### src/rtl/note_playback_sched_if.sv
// Bundle of request, note-ROM and Audio_Controller signals for note_playback_sched.
// NOTE_PLAYBACK_VOLUME_EN adds the 3-bit volume input.
interface note_playback_sched_if #(
    parameter int NUM_NOTES = 4,
    parameter int ADDR_W    = 16,
    parameter int SAMPLE_W  = 10
);
    logic [NUM_NOTES-1:0] note_req;
    logic [SAMPLE_W-1:0]  rom_q;
    logic                 audio_out_allowed;
    logic [ADDR_W-1:0]    rom_addr;
    logic [2:0]           note_sel;
    logic [31:0]          sample_out;
    logic                 write_audio_out;
    logic                 busy;
`ifdef NOTE_PLAYBACK_VOLUME_EN
    logic [2:0]           volume;

    // Scheduler side: owns the ROM address bus and the DAC write strobe.
    modport master (
        input  note_req, rom_q, audio_out_allowed, volume,
        output rom_addr, note_sel, sample_out, write_audio_out, busy
    );

    modport slave (
        output note_req, rom_q, audio_out_allowed, volume,
        input  rom_addr, note_sel, sample_out, write_audio_out, busy
    );
`else
    // Scheduler side: owns the ROM address bus and the DAC write strobe.
    modport master (
        input  note_req, rom_q, audio_out_allowed,
        output rom_addr, note_sel, sample_out, write_audio_out, busy
    );

    modport slave (
        output note_req, rom_q, audio_out_allowed,
        input  rom_addr, note_sel, sample_out, write_audio_out, busy
    );
`endif
endinterface

### src/rtl/note_playback_sched.sv
// Fixed-priority note playback scheduler: one ROM fetch and one DAC write per sample.
// Optional NOTE_PLAYBACK_VOLUME_EN: arithmetic right shift of each sample by bus.volume.
module note_playback_sched #(
    parameter int NUM_NOTES = 4,
    parameter int ADDR_W    = 16,
    parameter int LAST_ADDR = 16383,
    parameter int SAMPLE_W  = 10,
    parameter int ROM_LAT   = 1
) (
    input  logic                     CLOCK_50,
    input  logic                     resetn,
    note_playback_sched_if.master    bus
);

    typedef enum logic [1:0] {
        IDLE  = 2'd0,
        FETCH = 2'd1,
        HOLD  = 2'd2,
        WRITE = 2'd3
    } state_t;

    localparam logic [1:0]        LAT_LAST = 2'(ROM_LAT - 1);
    localparam logic [ADDR_W-1:0] ADDR_END = ADDR_W'(LAST_ADDR);

    state_t               state_q, state_d;
    logic [1:0]           lat_cnt_q, lat_cnt_d;
    logic [ADDR_W-1:0]    rom_addr_q, rom_addr_d;
    logic [2:0]           note_sel_q, note_sel_d;
    logic [31:0]          sample_out_q, sample_out_d;
    logic                 write_audio_out_q, write_audio_out_d;
    logic                 busy_q, busy_d;
    logic [2:0]           winner;
    logic [ADDR_W-1:0]    addr_next;

    // Lowest set index wins; an all-zero request returns 0 and is gated by the caller.
    function automatic logic [2:0] pick_winner(input logic [NUM_NOTES-1:0] req);
        logic [2:0] w;
        w = '0;
        for (int i = NUM_NOTES - 1; i >= 0; i--) begin
            if (req[i]) w = 3'(i);
        end
        return w;
    endfunction

    // Offset-binary ROM word -> left-justified two's complement (flip the MSB).
`ifdef NOTE_PLAYBACK_VOLUME_EN
    function automatic logic signed [31:0] format_sample(input logic [SAMPLE_W-1:0] q,
                                                         input logic [2:0]          vol);
        logic signed [31:0] s;
        s = {~q[SAMPLE_W-1], q[SAMPLE_W-2:0], {(32 - SAMPLE_W){1'b0}}};
        return s >>> vol;
    endfunction
`else
    function automatic logic signed [31:0] format_sample(input logic [SAMPLE_W-1:0] q);
        logic signed [31:0] s;
        s = {~q[SAMPLE_W-1], q[SAMPLE_W-2:0], {(32 - SAMPLE_W){1'b0}}};
        return s;
    endfunction
`endif

    assign winner    = pick_winner(bus.note_req);
    assign addr_next = (rom_addr_q == ADDR_END) ? '0 : rom_addr_q + ADDR_W'(1);

    always_comb begin
        state_d      = state_q;
        lat_cnt_d    = lat_cnt_q;
        rom_addr_d   = rom_addr_q;
        note_sel_d   = note_sel_q;
        sample_out_d = sample_out_q;

        unique case (state_q)
            IDLE: begin
                if (|bus.note_req) begin
                    note_sel_d = winner;
                    rom_addr_d = '0;
                    lat_cnt_d  = '0;
                    state_d    = FETCH;
                end
            end
            FETCH: begin
                lat_cnt_d = lat_cnt_q + 2'd1;
                if (lat_cnt_q == LAT_LAST) begin
`ifdef NOTE_PLAYBACK_VOLUME_EN
                    sample_out_d = format_sample(bus.rom_q, bus.volume);
`else
                    sample_out_d = format_sample(bus.rom_q);
`endif
                    state_d = HOLD;
                end
            end
            HOLD: begin
                if (bus.audio_out_allowed) state_d = WRITE;
            end
            WRITE: begin
                // Re-arbitration point: the only place a playing note can change.
                lat_cnt_d = '0;
                if (!(|bus.note_req)) begin
                    rom_addr_d = '0;
                    state_d    = IDLE;
                end else if (winner == note_sel_q) begin
                    rom_addr_d = addr_next;
                    state_d    = FETCH;
                end else begin
                    note_sel_d = winner;
                    rom_addr_d = '0;
                    state_d    = FETCH;
                end
            end
            default: state_d = IDLE;
        endcase

        // Strobe and busy are registered from the next state so they align with it.
        write_audio_out_d = (state_d == WRITE);
        busy_d            = (state_d != IDLE);
    end

    always_ff @(posedge CLOCK_50 or negedge resetn) begin
        if (!resetn) begin
            state_q           <= IDLE;
            lat_cnt_q         <= '0;
            rom_addr_q        <= '0;
            note_sel_q        <= '0;
            sample_out_q      <= '0;
            write_audio_out_q <= 1'b0;
            busy_q            <= 1'b0;
        end else begin
            state_q           <= state_d;
            lat_cnt_q         <= lat_cnt_d;
            rom_addr_q        <= rom_addr_d;
            note_sel_q        <= note_sel_d;
            sample_out_q      <= sample_out_d;
            write_audio_out_q <= write_audio_out_d;
            busy_q            <= busy_d;
        end
    end

    assign bus.rom_addr        = rom_addr_q;
    assign bus.note_sel        = note_sel_q;
    assign bus.sample_out      = sample_out_q;
    assign bus.write_audio_out = write_audio_out_q;
    assign bus.busy            = busy_q;

endmodule

### src/flat_wrapper.sv
// flat-port wrapper written by rule: the top's interface ports become plain ports
module note_playback_sched_flat 
#(
    parameter int NUM_NOTES = 4,
    parameter int ADDR_W    = 16,
    parameter int LAST_ADDR = 16383,
    parameter int SAMPLE_W  = 10,
    parameter int ROM_LAT   = 1
)
  (CLOCK_50, resetn, bus_note_req, bus_rom_q, bus_audio_out_allowed, bus_rom_addr, bus_note_sel, bus_sample_out, bus_write_audio_out, bus_busy);
  note_playback_sched_if #(.NUM_NOTES(NUM_NOTES), .ADDR_W(ADDR_W), .SAMPLE_W(SAMPLE_W)) bus_i ();
  input  logic CLOCK_50;
  input  logic resetn;
  input wire logic [$bits(bus_i.note_req)-1:0] bus_note_req;
  input wire logic [$bits(bus_i.rom_q)-1:0] bus_rom_q;
  input wire logic [$bits(bus_i.audio_out_allowed)-1:0] bus_audio_out_allowed;
  output wire logic [$bits(bus_i.rom_addr)-1:0] bus_rom_addr;
  output wire logic [$bits(bus_i.note_sel)-1:0] bus_note_sel;
  output wire logic [$bits(bus_i.sample_out)-1:0] bus_sample_out;
  output wire logic [$bits(bus_i.write_audio_out)-1:0] bus_write_audio_out;
  output wire logic [$bits(bus_i.busy)-1:0] bus_busy;
  assign bus_i.note_req = bus_note_req;
  assign bus_i.rom_q = bus_rom_q;
  assign bus_i.audio_out_allowed = bus_audio_out_allowed;
  assign bus_rom_addr = bus_i.rom_addr;
  assign bus_note_sel = bus_i.note_sel;
  assign bus_sample_out = bus_i.sample_out;
  assign bus_write_audio_out = bus_i.write_audio_out;
  assign bus_busy = bus_i.busy;
  note_playback_sched #(.NUM_NOTES(NUM_NOTES), .ADDR_W(ADDR_W), .LAST_ADDR(LAST_ADDR), .SAMPLE_W(SAMPLE_W), .ROM_LAT(ROM_LAT)) u_core (.CLOCK_50(CLOCK_50), .resetn(resetn), .bus(bus_i));
endmodule
### config.mk
export PLATFORM = sky130hd
export DESIGN_NAME = note_playback_sched_flat
export DESIGN_NICKNAME = d
export VERILOG_FILES = /design/src/rtl/note_playback_sched_if.sv /design/src/rtl/note_playback_sched.sv /design/src/flat_wrapper.sv
export SDC_FILE = /design/constraint.sdc
export NUM_CORES = 1
export LEC_CHECK = 0
export ABC_AREA = 1
export BUFFER_PORTS_ARGS = -buffer_cell sky130_fd_sc_hd__buf_2
export CAP_MARGIN = 15
export CORE_UTILIZATION = 50
export CTS_BUF_LIST = sky130_fd_sc_hd__clkbuf_8
export CTS_CLUSTER_DIAMETER = 40
export CTS_CLUSTER_SIZE = 30
export DETAILED_ROUTE_END_ITERATION = 12
export PLACE_DENSITY = 0.8
export RECOVER_POWER = 50
export SLEW_MARGIN = 25
export SYNTH_ARGS = -nofsm -noshare
export SYNTH_HDL_FRONTEND = slang
export SYNTH_SLANG_ARGS = --single-unit
### constraint.sdc
create_clock -name CLOCK_50 -period 1.8 [get_ports CLOCK_50]
set_clock_uncertainty 0.2 [all_clocks]
set_input_delay 0.27 -clock CLOCK_50 [delete_from_list [all_inputs] [get_ports CLOCK_50]]
set_output_delay 0.27 -clock CLOCK_50 [all_outputs]
set_load 0.05 [all_outputs]
# Yosys cells after proc, flatten, opt, wreduce, memory -nomap -nowiden
# Cells that the tools add are included.
word_totals:
  register_bits: 35
  input_bits: 17
  output_inout_bits: 53
  word_cells: 49
classes:
  n_addsub: 2
  eq_ne: 9
  muxes: 20
  bitwise_logic: 1
  reduce_logical: 10
ops:
  columns: ["operator", "n"]
  rows:
  - ["2-to-1 mux 16 bit", 4]
  - ["one-hot mux 16 bit (2 select lines)", 1]
  - ["2-to-1 mux 3 bit", 6]
  - ["adder 16 x 1 -> 16 bit (second input constant)", 1]
  - ["equality test 16 x 14 -> 1 bit (second input constant)", 1]
  - ["2-to-1 mux 2 bit", 5]
  - ["one-hot mux 2 bit (4 select lines)", 1]
  - ["equality test 2 bit (second input constant)", 3]
  - ["one-hot mux 2 bit (3 select lines)", 1]
  - ["one-hot mux 3 bit (2 select lines)", 1]
  - ["AND reduction 2 bit", 3]
  - ["zero test 2 bit", 2]
  - ["inequality test 2 x 1 -> 1 bit (second input constant)", 2]
  - ["AND reduction 4 bit", 1]
  - ["nonzero test 2 bit", 2]
  - ["OR reduction 4 bit", 1]
  - ["equality test 3 bit", 1]
  - ["nonzero test 3 bit", 1]
  - ["adder 2 x 1 -> 2 bit (second input constant)", 1]
  - ["equality test 2 x 1 -> 1 bit (second input constant)", 1]
  - ["inequality test 2 bit (second input constant)", 1]
  - ["2-to-1 mux 1 bit", 1]
  - ["inverter 1 bit", 1]

# Longest topological paths before layout
# Gate-level depths: netlist of run 1.
depth:
  ltp_word: 8
  depth_mapped: 11
  ltp_nobuf: 11

# Worst setup path before layout of run 1
# Ideal clock, no wire load.
synth_timing:
  path_type: "reg-to-reg"
  start: "register u_core.rom_addr_q[0] (netlist: u_core.bus.rom_addr[0])"
  end: "register u_core.rom_addr_q[2] (netlist: u_core.bus.rom_addr[2])"
  setup_ns: 0.118
  t_arrival_ns: 1.674
  required_ns: 1.482
  slack_ns: -0.193
  path_stages_with_launch: 10
  path_buffers: 1
  cell_sequence: "dfrtp_1 -> ha_1 -> nand2_1 -> nor2_4 -> nand4_2 -> nand2_2 -> nor2_4 -> buf_6 -> nand2_2 -> nand2_1"
synth_between:
  elab_chain_cells: 5
synth_rtl:
  columns: ["element", "line_no", "text"]
  rows:
  - ["start: declaration", "note_playback_sched.sv:27", "logic [ADDR_W-1:0] rom_addr_q, rom_addr_d;"]
  - ["start signal: assignment", "note_playback_sched.sv:129", "rom_addr_q <= rom_addr_d;"]
  - ["adder 16 x 1 -> 16 bit or equality test 16 x 14 -> 1 bit (tied branches)", "note_playback_sched.sv:62", "assign addr_next = (rom_addr_q == ADDR_END) ? '0 : rom_addr_q + ADDR_W'(1);"]
  - ["2-to-1 mux 16 bit (*)", "note_playback_sched.sv:62", null]
  - ["2-to-1 mux 16 bit (*)", "note_playback_sched.sv:100", "end else if (winner == note_sel_q) begin"]
  - ["2-to-1 mux 16 bit (*)", "note_playback_sched.sv:97", "if (!(|bus.note_req)) begin"]
  - ["one-hot mux 16 bit (2 select lines) (*)", "note_playback_sched.sv:71", "unique case (state_q)"]
# Every way passes the cells marked *; elsewhere a longest branch is shown, timed or not.
# A chain may end at the register's enable or synchronous reset.

# Worst setup path after layout of run 1
layout_timing:
  start: "register u_core.rom_addr_q[0] (netlist: u_core.bus.rom_addr[0])"
  end: "register u_core.rom_addr_q[13] (netlist: u_core.bus.rom_addr[13])"
# The elaborated chain is that of the path after synthesis.

==> qor.yml, run 1 <==
hold_path:
  hold_end: "u_core.bus.sample_out[22]"
  hold_class: "in2reg"
  whs_path_depth: 2
  min-delay-start: "bus_rom_q[0]"
clocking:
  clock_sinks: 34
  cts_tree: "built"
  root_buffer: "clkbuf_8"
  cts_buffer_depth: 2
  post_cts_buffers: 0
  clock_latency_ps: 300
  ctsResizeCount: 0
  htreeDepth: 2
  clk_pin_slew_ps: 70
  cts_made_buffers: 5
sta:
  maxSlewViolCount: 0
  finalCritPeriodShare: 0.919
  setup_violations: 0
  hold_slack_ps: 2.25
  worst_slew_pin_slew_ps: 789
  fin_ws_ps: 146
  relSlewSlack: 0.474
  final_hold_viol_count: 0
  finalSetupTns_ps: 0
  rsz0062_at_grt: "no"
  timing.fmax_mhz: 605
  period_minus_slack_ps: 1650
logic_synthesis:
  yosysSeqAreaShare: 0.422
  syn_inst: 243
  synth_edf_count: 0
  ys_ff_latch: 34
  synth-main-ff-cell: "dfrtp_1"
  synth_largest_area_cell: "dfrtp_1"
  syn_avg_cell_area_um2: 8.31
  synthMostInstantiatedCell: "nand2_1"
  yosysWarnings: 0
  yosys-top-cells-area: "dfrtp_1, nand2_1, buf_4"
  syn-cell-area_um2: 2020
  synth_top_area_share: 0.422
  async_flop_share: 1.00
  synthTopCellsByCount: "nand2_1, dfrtp_1, buf_4, inv_1, nand2_2"
  synth_cell_type_count: 30
place:
  place.gp.congestion: 0.846
  dpl.hpwl_um: 2810
  port_buffers: 46
  dp.cells: 338
  dp_slack_ps: 120
layout:
  multi_input_area_um2: 965
  nFillCells: 335
  regArea_um2: 857
  drive_above_1_share: 0.276
  post-route-util: 0.649
  area_growth_pct: 21.3
  diodes: 0
  fin_nets: 326
  finalNonFillerCells: 356
floorplan:
  die-area_um2: 4290
  chipWidth_um: 65.5
  core_um2: 3770
  rows: 22
  io_pins: 70
  initial_utilization: 0.535
  die_h_um: 65.5
routing:
  detail-route-antenna-nets: 0
  drt-initial-drc-count: 103
  wl_met1_um: 1630
  route.vias.total: 1657
  wl_met3_um: 243
  drcViolationCount: 0
  route.top_layer_used: "met4"
  wirelength_um: 3800
  firstDrtPassIters: 4
  dr_wl_met2_um: 1870
  wl_per_cell_um: 10.7
  viasPerCell: 4.65
outcome:
  status: "completed"
critical_path:
  r2r-end: "u_core.bus.rom_addr[13]"
  reg2reg_depth: 9
  reg2reg_slack_ps: 150
  path_depth: 9
  cpMaxStageDelayCell: "dfrtp_2"
  cp_num_buf_inv: 1
  crit_type: "reg2reg"
  path_delay_family: "simple AND/OR/NAND/NOR gates"
  worstPathArrival_ps: 1640
  cp_max_fo: 6
  r2r-start: "u_core.bus.rom_addr[0]"
  startpoint_type: "flop"
  path_cells: "ha_4, nand2_1, nor2_4, nand4_2, nand2_2, nor2_4, buf_4, nand2_1, nand2_1"
  worst_path_largest_cell_delay_ps: 430
  path_common_cell: "nand2_1"
  cp-end-kind: "flop"
  worstPathRequired_ps: 1790
global_routing:
  grt_usage: 0.210
  grt_pass1_vias: 1538
  grt_max_degree: 16
  grt-ovfl-total: 0
  antenna_found_initial: 0
  grt_pass1_wl_um: 6730
power_and_ir_drop:
  vdd_drop_max_v: 0.00122
  power.leakage_uw: 0.00131
  power_density_nw_per_um2: 1350
job:
  cap_violations: 0
==> metal layers <==
layer  global-route usage  vias to the layer above
met2                0.344                       58
met5                    0                        -
met1                0.255                      757
met4                0.106                        0
li1                     -                      837
met3               0.0538                        5
==> through the flow <==
| stage | power (uW) | instance area, um2 |
|---|---|---|
| 2_1_floorplan | 2340 | 2120 |
| 4_1_cts | 3350 | 2460 |
| 6_report | 3300 | 2450 |
| 5_1_grt | 3510 | 2450 |
| 3_5_place_dp | 2610 | 2250 |
| 3_3_place_gp | 2570 | 2250 |
==> sequential cells by signal, indices dropped and copies added (netlist names) <==
| signal | flops |
|---|---|
| u_core.bus.sample_out | 10 |
| u_core.bus.rom_addr | 16 |
| u_core.bus.busy | 1 |
| u_core.lat_cnt_q | 2 |
| u_core.bus.note_sel | 2 |
| u_core.bus.write_audio_out | 1 |
| u_core.state_q | 2 |
==> cell families (layout without fill, tap and decap cells) <==
| kind of cell | count (synthesis) | after routing | synth area share |
|---|---|---|---|
| and+or+nand+nor | 123 | 123 | 0.288 |
| buffers and inverters | 53 | 96 | 0.148 |
| DFF | 34 | 34 | 0.422 |
| AOI/OAI and AO/OA | 11 | 11 | 0.0353 |
| xor gates and xnor gates | 10 | 10 | 0.0434 |
| muxes | 9 | 9 | 0.0502 |
| adders and majority gates | 2 | 2 | 0.0124 |
| other | 1 | 23 | 0.00186 |
==> worst register-to-register path: stages, from the launching register on <==
cell	delay (ps)
dfrtp_2	430
ha_4	150
nand2_1	100
nor2_4	160
nand4_2	100
nand2_2	90
nor2_4	40
buf_4	150
nand2_1	60
nand2_1	50
==> report_power, final <==
part           switching, uW  leakage (uW)  total, uW  internal [uW]
Clock                    305     0.0000504        716            412
Combinational           1130      0.000827       1500            368
Sequential               132      0.000431       1090            957
==> how the worst max path moves through the flow <==
stage,start,to,slack [ps]
finish,u_core.bus.rom_addr[0],u_core.bus.rom_addr[13],150
global route,u_core.bus.rom_addr[0],u_core.bus.rom_addr[13],9
CTS,u_core.bus.rom_addr[0],u_core.bus.rom_addr[13],110
detailed placement,u_core.bus.rom_addr[0],u_core.bus.rom_addr[13],120
global placement,u_core.bus.rom_addr[0],u_core.bus.rom_addr[14],150
floorplan,u_core.bus.rom_addr[3],u_core.bus.rom_addr[9],10
==> final cells by class <==
cell class / instances / area share
sequential: 34 / 0.350
tap: 48 / 0.0245
multi-input combinational: 178 / 0.394
timing repair buffer: 61 / 0.144
clock buffer: 5 / 0.0281
inverter: 27 / 0.0414
clock inverter: 3 / 0.0184
==> what timing repair did <==
item,4_1_cts,5_1_grt
endpoints found under the setup margin,0,2
hold endpoints to repair,43,0
hold buffers,10,0
==> layout by cell type (no fill, tap or decap), types with 2 or more instances in the layout <==
cell / netlist / final
clkbuf_1: 0 / 9
nand4_1: 3 / 3
o21bai_1: 2 / 2
nand2_2: 13 / 13
xor2_1: 6 / 6
buf_4: 24 / 3
nor2_4: 4 / 4
nand3_1: 8 / 8
dfrtp_1: 34 / 29
dfrtp_2: 0 / 5
inv_2: 4 / 4
o21ai_0: 3 / 3
nand2_1: 75 / 75
clkbuf_2: 0 / 2
xnor2_1: 4 / 4
inv_1: 23 / 23
nor3_1: 2 / 2
nor2_2: 3 / 3
o21ai_1: 2 / 2
dlygate4sd3_1: 0 / 10
buf_2: 1 / 37
conb_1: 1 / 23
mux2_2: 2 / 2
clkbuf_8: 0 / 5
clkinvlp_4: 0 / 2
nor2_1: 12 / 12
mux2_1: 7 / 7
No activity file was read; power rests on OpenSTA's default activity.
==> run 2: changes to the inputs <==
--- a/config.mk
+++ b/config.mk
@@ -13,6 +13,7 @@
 export CTS_CLUSTER_DIAMETER = 40
 export CTS_CLUSTER_SIZE = 30
 export DETAILED_ROUTE_END_ITERATION = 12
+export GPL_TIMING_DRIVEN = 0
 export PLACE_DENSITY = 0.8
 export RECOVER_POWER = 50
 export SLEW_MARGIN = 25
==> run 2 against run 1 <==
Via count increased by 3.7%. Sequential cell count unchanged. Register-to-register slack got worse by 40 ps. Power decreased by 1.7%. Clock power decreased by 16%. Non-clock buffer count increased by 23. Setup slack got worse by 36 ps. Largest cell class unchanged. Highest routed layer unchanged.
==> qor.yml, run 2 (synthesized netlist as in run 1, its figures left out) <==
outcome:
  status: "completed"
sta:
  maxSlewViolCount: 0
  setup_violations: 0
  rsz0062_at_grt: "no"
  finalCritPeriodShare: 0.939
  fin_ws_ps: 110
  final_hold_viol_count: 0
  relSlewSlack: 0.453
  period_minus_slack_ps: 1690
  hold_slack_ps: 5.62
  timing.fmax_mhz: 592
  finalSetupTns_ps: 0
  worst_slew_pin_slew_ps: 820
layout:
  nFillCells: 339
  most-common-layout-cells: "nand2_1, buf_2, dfrtp_1"
  final_common_cell: "nand2_1"
  largest_reg_flops: 16
  diodes: 0
  area_growth_pct: 29.0
  fin_nets: 349
  drive_above_1_share: 0.314
global_routing:
  antenna_found_initial: 0
  grt_pass1_wl_um: 6750
  grt_pass1_vias: 1578
  grt-ovfl-total: 0
  grt_max_degree: 35
  grt_usage: 0.212
clocking:
  cts_buffer_depth: 2
  htreeDepth: 2
  clock_sinks: 34
  clock_latency_ps: 290
  cts_tree: "built"
  clk_pin_slew_ps: 70
  root_buffer: "clkbuf_8"
  cts_made_buffers: 5
critical_path:
  reg2reg_depth: 9
  startpoint_type: "flop"
  worstPathArrival_ps: 1720
  cp-end-kind: "flop"
  cpMaxStageDelayCell: "dfrtp_2"
  path_delay_family: "simple AND/OR/NAND/NOR gates"
  cp_max_fo: 10
  cp_num_buf_inv: 1
  path_depth: 9
  path_cells: "ha_4, nand2_1, nor2_4, nand4_2, nand2_2, nor2_4, buf_6, nand2_2, nand2_1"
  worst_path_largest_cell_delay_ps: 460
  crit_type: "reg2reg"
  worstPathRequired_ps: 1830
power_and_ir_drop:
  power.leakage_uw: 0.00143
  finalPower_uw: 3240
  power_density_nw_per_um2: 1250
  vdd_drop_max_v: 0.00103
floorplan:
  initial_utilization: 0.535
  die-area_um2: 4290
  rows: 22
  chipWidth_um: 65.5
  die_h_um: 65.5
  io_pins: 70
  core_um2: 3770
routing:
  drcViolationCount: 0
  detail-route-antenna-nets: 0
  drt-initial-drc-count: 72
  route.vias.total: 1718
  wl_per_cell_um: 10.5
  firstDrtPassIters: 4
  viasPerCell: 4.53
  wirelength_um: 3990
place:
  dpl.hpwl_um: 2870
  place.gp.congestion: 0.827
  dp_slack_ps: 81.4
  port_buffers: 46
hold_path:
  whs_path_depth: 2
  hold_class: "in2reg"
job:
  cap_violations: 0
run 2: area by class of cell:
class	count	area [um2]	area share
Buffer	26	196	0.0755
Clock buffer	6	82.6	0.0317
Clock inverter	2	12.5	0.00481
Inverter	27	101	0.0389
Multi-Input combinational cell	178	965	0.371
Sequential cell	34	857	0.329
Tap cell	48	60.1	0.0231
Timing Repair Buffer	58	328	0.126
run 2: worst register-to-register path: cells and delay by family, from the launching register on:
kind | cells | cell delay, ps
adders and majority gates | 1 | 180
buffers and inverters | 1 | 180
and+or+nand+nor | 7 | 620
DFF | 1 | 460
run 2: worst paths after layout:
kind                                             end  slack [ps]                      start
setup / recovery              u_core.bus.rom_addr[0]         110     u_core.bus.rom_addr[0]
max in group asynchronous     u_core.bus.rom_addr[5]         430                     resetn
hold / removal             u_core.bus.sample_out[30]           6               bus_rom_q[8]
min in group asynchronous    u_core.bus.rom_addr[10]         400                     resetn
hold reg to reg            u_core.bus.sample_out[29]         300  u_core.bus.sample_out[29]
setup reg to reg              u_core.bus.rom_addr[0]         110     u_core.bus.rom_addr[0]
run 2: what timing repair did:
item                       in CTS  in global routing
gates resized for setup         0                  0
hold buffers                    9                  0
setup endpoints to repair       0                  6
hold endpoints to repair       42                  0
setup buffers                   0                  3
run 2: through the flow:
step           cell area (um2)  cells  utilization
2_1_floorplan             2120    265            -
3_3_place_gp              2410    359        0.639
3_5_place_dp              2410    359        0.639
4_1_cts                   2590    376        0.688
5_1_grt                   2600    379        0.690
6_report                  2600    379        0.690
run 2: report_power, final:
part,leakage [uW],internal [uW],switching [uW],total (uW)
clock network,0.0000472,307,298,605
registers,0.000431,957,129,1090
logic,0.000947,412,1140,1550
run 2: routing by layer:
metal	wire, um	global-route usage	share of wire
met2	1970	0.366	0.49
met5	0	0	0
met3	224	0.0521	0.056
met4	61	0.117	0.015
met1	1730	0.239	0.43
==> run 3: changes to the inputs <==
==> constraint.sdc (replaced) <==
create_clock -name CLOCK_50 -period 1.85 [get_ports CLOCK_50]
set_clock_uncertainty 0.2 [all_clocks]
set_input_delay 0.2775 -clock CLOCK_50 [delete_from_list [all_inputs] [get_ports CLOCK_50]]
set_output_delay 0.2775 -clock CLOCK_50 [all_outputs]
set_load 0.05 [all_outputs]
==> run 3 against run 2 <==
Cell count is 1.3% lower. Clock power is 14% lower. Register-to-register slack better by 30 ps. Largest cell class unchanged. Largest power group unchanged.
==> qor.yml, run 3 (synthesized netlist as in run 1, its figures left out) <==
place:
  port_buffers: 46
  dpl.hpwl_um: 2780
  dp.cells: 359
  place.gp.congestion: 0.814
layout:
  diodes: 0
  drive_above_1_share: 0.304
  finalNonFillerCells: 374
  most-common-layout-cells: "nand2_1, buf_2, dfrtp_1"
  fin_nets: 345
  nFillCells: 329
  area_growth_pct: 25.7
  largest_reg_flops: 16
  final_common_cell: "nand2_1"
clocking:
  htreeDepth: 2
  clock_sinks: 34
  cts_made_buffers: 5
  cts_tree: "built"
  cts_buffer_depth: 2
  root_buffer: "clkbuf_8"
  clk_pin_slew_ps: 70
  clock_latency_ps: 290
sta:
  timing.fmax_mhz: 584
  period_minus_slack_ps: 1710
  maxSlewViolCount: 0
  finalCritPeriodShare: 0.926
  rsz0062_at_grt: "no"
  final_hold_viol_count: 0
  finalSetupTns_ps: 0
  setup_violations: 0
  hold_slack_ps: 2.44
  relSlewSlack: 0.455
  worst_slew_pin_slew_ps: 818
power_and_ir_drop:
  vdd_drop_max_v: 0.00107
  power.leakage_uw: 0.00141
  clkPwrFrac: 0.169
  sw_frac_of_total: 0.485
  p_switching_uw: 1480
  finalPower_uw: 3060
  power_density_nw_per_um2: 1210
  combinationalPowerShare: 0.488
  p_int_uw: 1580
  p_seq_frac: 0.342
critical_path:
  startpoint_type: "flop"
  worstPathRequired_ps: 1830
  crit_type: "reg2reg"
  cp-end-kind: "flop"
  worstPathArrival_ps: 1690
  worst_path_largest_cell_delay_ps: 410
  cp_max_fo: 10
  path_cells: "ha_1, nand2_1, nor2_4, nand4_2, nand2_2, nor2_4, buf_6, nand2_2, nand2_1"
  path_delay_family: "simple AND/OR/NAND/NOR gates"
  cp_num_buf_inv: 1
  cpMaxStageDelayCell: "dfrtp_2"
routing:
  viasPerCell: 4.55
  drcViolationCount: 0
  wl_per_cell_um: 9.90
  drt-initial-drc-count: 82
  firstDrtPassIters: 4
  detail-route-antenna-nets: 0
  wirelength_um: 3700
  route.vias.total: 1700
job:
  cap_violations: 0
floorplan:
  rows: 22
  core_um2: 3770
  die_h_um: 65.5
  io_pins: 70
  chipWidth_um: 65.5
  die-area_um2: 4290
  initial_utilization: 0.535
hold_path:
  hold_class: "in2reg"
global_routing:
  antenna_found_initial: 0
  grt_pass1_wl_um: 6550
  grt_max_degree: 35
  grt_pass1_vias: 1539
  grt_usage: 0.203
  grt-ovfl-total: 0
outcome:
  status: "completed"
## run 3: changes by cell type in the layout (fill, tap and decap cells not counted), sizes merged
cell,delta
clkinvlp,-1
clkinv,+1
clkbuf,-1
dlygate4sd3,-2
buf,-2
## run 3: metal layers
layer / track usage / vias to the layer above / share of wire
met5: 0 / - / 0
met4: 0.0652 / 0 / 0.0084
met3: 0.0747 / 4 / 0.059
met2: 0.341 / 55 / 0.49
met1: 0.239 / 768 / 0.44
li1: - / 873 / -
## run 3: worst register-to-register path: cells and delay by family (launching register included)
kind	cells	cell delay (ps)
adder cells (fa/ha/maj)	1	190
flip-flops	1	410
buffers and inverters	1	150
AND/OR/NAND/NOR	7	660
## run 3: final cells by class
cell class | instances | area [um2] | area share
Buffer | 26 | 196 | 0.0775
Clock buffer | 5 | 68.8 | 0.0271
Clock inverter | 2 | 10.0 | 0.00395
Inverter | 27 | 101 | 0.0400
Multi-Input combinational cell | 178 | 952 | 0.375
Sequential cell | 34 | 855 | 0.337
Tap cell | 48 | 60.1 | 0.0237
Timing Repair Buffer | 54 | 293 | 0.115
## run 3: what timing repair did
item,4_1_cts,5_1_grt
resized for setup,0,0
hold buffers,7,0
hold endpoints to repair,40,0
endpoints found under the setup margin,0,9
setup buffers,0,1
## run 3: worst paths after layout
kind	slack [ps]	end	startpoint	cells past startpoint
hold reg to reg	290	u_core.bus.sample_out[31]	u_core.bus.sample_out[31]	2
min in group asynchronous	420	u_core.bus.note_sel[0]	resetn	2
setup / recovery	140	u_core.bus.rom_addr[3]	u_core.bus.rom_addr[0]	9
setup reg to reg	140	u_core.bus.rom_addr[3]	u_core.bus.rom_addr[0]	9
max in group asynchronous	470	u_core.bus.rom_addr[0]	resetn	2
hold / removal	2	u_core.bus.sample_out[24]	bus_rom_q[2]	2
## run 3: stage by stage
stage | area [um2] | setup slack (ps) | utilization
after floorplan | 2100 | 19.3 | -
after global placement | 2390 | 125 | 0.635
after detailed placement | 2390 | 81.2 | 0.635
after CTS | 2540 | 77.4 | 0.675
after global routing | 2540 | 4.59 | 0.673
final | 2540 | 137 | 0.673
## run 3: power by group through the flow
stage / registers [uW] / clock network (uW) / logic, uW
2_1_floorplan: 1560 / 0 / 716
3_3_place_gp: 1050 / 0 / 1500
3_5_place_dp: 1060 / 0 / 1530
4_1_cts: 1050 / 530 / 1540
5_1_grt: 1070 / 566 / 1630
6_report: 1050 / 518 / 1490
